--- src/rtl/digit_serial_adder.sv ---
// Digit-serial adder/subtractor: DIGIT bits per clock through a ripple chain of
// full adders, carry registered between digits, with add/sub/accumulate modes.
module digit_serial_adder #(
   parameter int WIDTH = 8,
   parameter int DIGIT = 2
) (
   input  logic             clk,
   input  logic             reset,
   input  logic             start,
   input  logic [1:0]       op,
   input  logic [WIDTH-1:0] a,
   input  logic [WIDTH-1:0] b,
   input  logic             c_in,
   output logic [WIDTH-1:0] sum,
   output logic             c_out,
   output logic             overflow,
   output logic             busy,
   output logic             done,
   output logic [1:0]       dbg_state_o
);

   localparam int NDIG = WIDTH / DIGIT;
   localparam int CW   = (NDIG > 1) ? $clog2(NDIG) : 1;

   typedef enum logic [1:0] {
      S_IDLE = 2'd0,
      S_RUN  = 2'd1,
      S_DONE = 2'd2
   } state_t;

   state_t             state_q;
   logic [WIDTH-1:0]   opa_q;
   logic [WIDTH-1:0]   opb_q;
   logic [WIDTH-1:0]   res_q;
   logic               carry_q;
   logic [CW-1:0]      cnt_q;
   logic               sign_a_q;
   logic               sign_b_q;

   logic               accept;
   logic               last_digit;
   logic [WIDTH-1:0]   sel_a;
   logic [WIDTH-1:0]   sel_b;
   logic               sel_c;
   logic [DIGIT-1:0]   dig_sum;
   logic               dig_carry;
   logic [WIDTH+DIGIT-1:0] res_cat;
   logic [WIDTH-1:0]   res_d;

   // Subtraction is A + ~B + 1, so the operand is inverted once at accept time.
   assign accept     = start && (state_q != S_RUN);
   assign last_digit = (cnt_q == CW'(NDIG - 1));
   assign sel_a      = op[1] ? sum : a;
   assign sel_b      = op[0] ? ~b : b;
   assign sel_c      = op[0] | c_in;
   assign dbg_state_o = state_q;

   always_comb begin
      dig_carry = carry_q;
      dig_sum   = '0;
      for (int i = 0; i < DIGIT; i++) begin
         dig_sum[i] = opa_q[i] ^ opb_q[i] ^ dig_carry;
         dig_carry  = (opa_q[i] & opb_q[i]) | (dig_carry & (opa_q[i] ^ opb_q[i]));
      end
   end

   // New digit enters at the top; after NDIG shifts the last digit sits in the MSBs.
   assign res_cat = {dig_sum, res_q};
   assign res_d   = res_cat[WIDTH+DIGIT-1:DIGIT];

   always_ff @(posedge clk) begin
      if (reset) begin
         state_q  <= S_IDLE;
         opa_q    <= '0;
         opb_q    <= '0;
         res_q    <= '0;
         carry_q  <= 1'b0;
         cnt_q    <= '0;
         sign_a_q <= 1'b0;
         sign_b_q <= 1'b0;
         sum      <= '0;
         c_out    <= 1'b0;
         overflow <= 1'b0;
         busy     <= 1'b0;
         done     <= 1'b0;
      end else begin
         done <= 1'b0;
         case (state_q)
            S_IDLE: ;
            S_RUN: begin
               opa_q   <= opa_q >> DIGIT;
               opb_q   <= opb_q >> DIGIT;
               res_q   <= res_d;
               carry_q <= dig_carry;
               cnt_q   <= cnt_q + CW'(1);
               if (last_digit) begin
                  state_q  <= S_DONE;
                  cnt_q    <= '0;
                  sum      <= res_d;
                  c_out    <= dig_carry;
                  overflow <= (sign_a_q == sign_b_q) && (res_d[WIDTH-1] != sign_a_q);
                  busy     <= 1'b0;
                  done     <= 1'b1;
               end
            end
            S_DONE:  state_q <= S_IDLE;
            default: state_q <= S_IDLE;
         endcase
         if (accept) begin
            state_q  <= S_RUN;
            busy     <= 1'b1;
            opa_q    <= sel_a;
            opb_q    <= sel_b;
            carry_q  <= sel_c;
            sign_a_q <= sel_a[WIDTH-1];
            sign_b_q <= sel_b[WIDTH-1];
            res_q    <= '0;
            cnt_q    <= '0;
         end
      end
   end

endmodule

--- config.mk ---
export PLATFORM = sky130hd
export DESIGN_NAME = digit_serial_adder
export DESIGN_NICKNAME = d
export VERILOG_FILES = /design/src/rtl/digit_serial_adder.sv
export SDC_FILE = /design/constraint.sdc
export NUM_CORES = 1
export LEC_CHECK = 0
export CORE_MARGIN = 4
export CORE_UTILIZATION = 40
export DETAILED_ROUTE_END_ITERATION = 16
export PLACE_DENSITY_LB_ADDON = 0.3
export SETUP_SLACK_MARGIN = 0.3
export SLEW_MARGIN = 5
export SYNTH_ARGS = -nofsm -noshare
export SYNTH_HDL_FRONTEND = slang
export SYNTH_SLANG_ARGS = --single-unit
export TNS_END_PERCENT = 10
--- constraint.sdc ---
create_clock -name clk -period 1.7 [get_ports clk]
set_input_delay 0.34 -clock clk [delete_from_list [all_inputs] [get_ports clk]]
set_output_delay 0.34 -clock clk [all_outputs]
set_load 0.02 [all_outputs]
==> results_dict.tcl <==
set metrics [dict create \
    syn_area_um2 1920 \
    final_cell_mix "dfxtp_1, nand2_1, a21oi_1, nor2_1, clkdlybuf4s50_1" \
    wl_per_cell_um 14.1 \
    async_flop_share_pct 0 \
    ys_types 30 \
    hold_end "opb_q[4]" \
    antenna_found_initial 0 \
    layout_setup_ws_ns -0.0406 \
    rows 24 \
    diodes 0 \
    rsz0062_at_grt "true" \
    cts_tree "built" \
    worst-r2r-setup-slack_ns -0.04 \
    syn_inst 209 \
    synth_edf_count 0 \
    hpwl_um 2910 \
    placed_cells 289 \
    period_minus_slack_ns 1.74 \
    postLayoutCoreUtil_pct 55.6 \
    fin_cells 298 \
    violations "setup timing" \
    grt_overflow 0 \
    tightest_slew_ns 0.442 \
    critPathSlowestCell "fa_2" \
    drv_cap 0 \
    hold_path_depth 2 \
    required_ns 1.89 \
    dieWidth_um 77.2 \
    critPathMaxFanout 3 \
    period_share_pct 102 \
    total_power_mw 2.24 \
    status "finished, violations left" \
    crit_chain "fa_2 -> fa_2 -> nor2b_2 -> a221oi_2 -> nor3_1" \
    yosys.area.top_type_share_pct 42.8 \
    grt_max_degree 42 \
    end_kind "register" \
    die_area_um2 5960 \
    ys_top_cells_by_area "dfxtp_1, a2111oi_2, a21oi_1" \
    drive_gt1_share_pct 23.2 \
    cts_buffer_depth 2 \
    finalSetupViolations 1 \
    dr.first_iter.drc_count 108 \
    arrival_ns 1.93 \
    critical_path_class "register to register" \
    timing.rr.start "carry_q" \
    setup-tns-final_ns -0.0406 \
    synth_warnings 0 \
    hp-class "register to register" \
    grtUsageTotal_pct 15.1 \
    cts.sinks 41 \
    core_um2 4500 \
    route.vias.total 1574 \
    cts_root_buf "clkbuf_8" \
    gp_congestion 0.749 \
    vdd_drop_max_uv 490 \
    min-delay-start "opb_q[6]" \
    first_pass_iters 4 \
    synth_seq_area_share_pct 42.8 \
    p_leak_nw 0.914 \
    viasPerCell 5.28 \
    nFillCells 400 \
    grt_use_met1_pct 19.9 \
    met3_usage_pct 3.98 \
    avgSynthCellArea_um2 9.17 \
    die_y_um 77.2 \
    mostFrequentLayoutCell "dfxtp_1" \
    grt_pass1_wl_um 7150 \
    reg2reg_to "overflow" \
    whs_ns 0.451 \
    reg2reg_depth 5 \
    synth-seq-cells 41 \
    initial_core_util_pct 42.6 \
    report.final.slew_viol_count 0 \
    io_buffers 35 \
    slew_headroom_pct 70.4 \
    htreeDepth 2 \
    grt_pass1_vias 1487 \
    hold_viol_final 0 \
    synth_fp_nets 234 \
    fmax_mhz 575 \
    insertion_delay_ns 0.30 \
    grt.busiest_layer "met2" \
    postRouteAntennaNets 0 \
    boundaryPins 36 \
    yosys.area.top_type "dfxtp_1" \
    final_nets 270 \
    clk_pin_slew_ns 0.08 \
    syn2layout_area_growth_pct 30.5 \
    wl_um 4210 \
    powerDensity_nw_per_um2 894 \
    crit_path_max_incr_delay_ns 0.57 \
    path_common_cell "fa_2" \
    cts_inserted_buffers 5 \
    drc 0 \
    grtUsageMet2_pct 23.1 \
    skew_ns 0.00674 \
    start_kind "register" \
    yosys_most_used_dff "dfxtp_1" \
]
-- worst max path at each step --
stage | depth (start not counted) | start | slack, ns | end
floorplan | 5 | opa_q[0] | -0.03 | overflow
global placement | 5 | opa_q[0] | -0.04 | overflow
detailed placement | 5 | opa_q[0] | -0.07 | overflow
CTS | 5 | opa_q[0] | -0.07 | overflow
global route | 5 | carry_q | -0.11 | overflow
finish | 5 | carry_q | -0.04 | overflow
-- cells by family after synthesis --
group,after synthesis,synth area share [%]
AO/OA/AOI/OAI,48,19.9
XOR/XNOR,8,3.66
adder cells (fa/ha/maj),3,2.74
buffers and inverters,20,6.66
flip-flops,41,42.8
multiplexers,2,1.04
AND/OR/NAND/NOR,87,23.2
-- synthesized netlist by cell type (all sizes together), types with 6 or more instances --
cell / n
a2111oi: 10
a211o: 6
a21oi: 26
buf: 18
dfxtp: 41
nand2: 32
nand3: 7
nor2: 21
nor2b: 8
nor3: 8
nor4: 6
xnor2: 8
-- cell type report --
| class | count | area, um2 | area share [%] |
|---|---|---|---|
| timing repair buffer | 48 | 484 | 19.3 |
| sequential | 41 | 826 | 33.0 |
| multi-input combinational | 148 | 1000 | 40.1 |
| clock buffer | 6 | 82.6 | 3.30 |
| clock inverter | 2 | 37.5 | 1.50 |
| inverter | 1 | 3.75 | 0.150 |
| tap | 52 | 65.1 | 2.60 |
-- critical path, delay by kind of cell (launching register included) --
kind | cells | cell delay (ns)
adder cells (fa/ha/maj) | 2 | 0.95
AND/OR/NAND/NOR | 2 | 0.11
flip-flops | 1 | 0.34
AO/OA/AOI/OAI | 1 | 0.23
-- through the flow --
| step | instance area, um2 | setup slack, ns |
|---|---|---|
| after CTS | 2470 | -0.0714 |
| after global placement | 2350 | -0.0382 |
| after floorplan | 1920 | -0.0286 |
| final | 2500 | -0.0406 |
| after detailed placement | 2350 | -0.0690 |
| after global routing | 2500 | -0.109 |
-- what timing repair did --
item                                    CTS  global route
hold buffers                              0             0
hold endpoints to repair                  0             0
endpoints found under the setup margin   21            34
pin swaps                                 2             6
setup buffers                             0             1
gates resized for setup                  24            20
-- routing by layer --
metal  up-vias  routed length (um)
li1        807                   -
met1       734                2050
met2        27                1920
met3         6                 155
met4         0                  75
met5         -                   0
-- state kept, by name, summed over array words and instances, names as in the netlist, 2 cells and up --
signal and flops:
cnt_q 2, dbg_state_o 2, opa_q 8, opb_q 8, res_q 6, sum 8
-- power breakdown --
group	leakage [nW]	switching (mW)	internal, mW
sequential	0.337	0.0324	1.01
combinational	0.520	0.179	0.196
clock	0.0574	0.343	0.477
total	0.914	0.554	1.68
No activity file was read; power rests on OpenSTA's default activity.
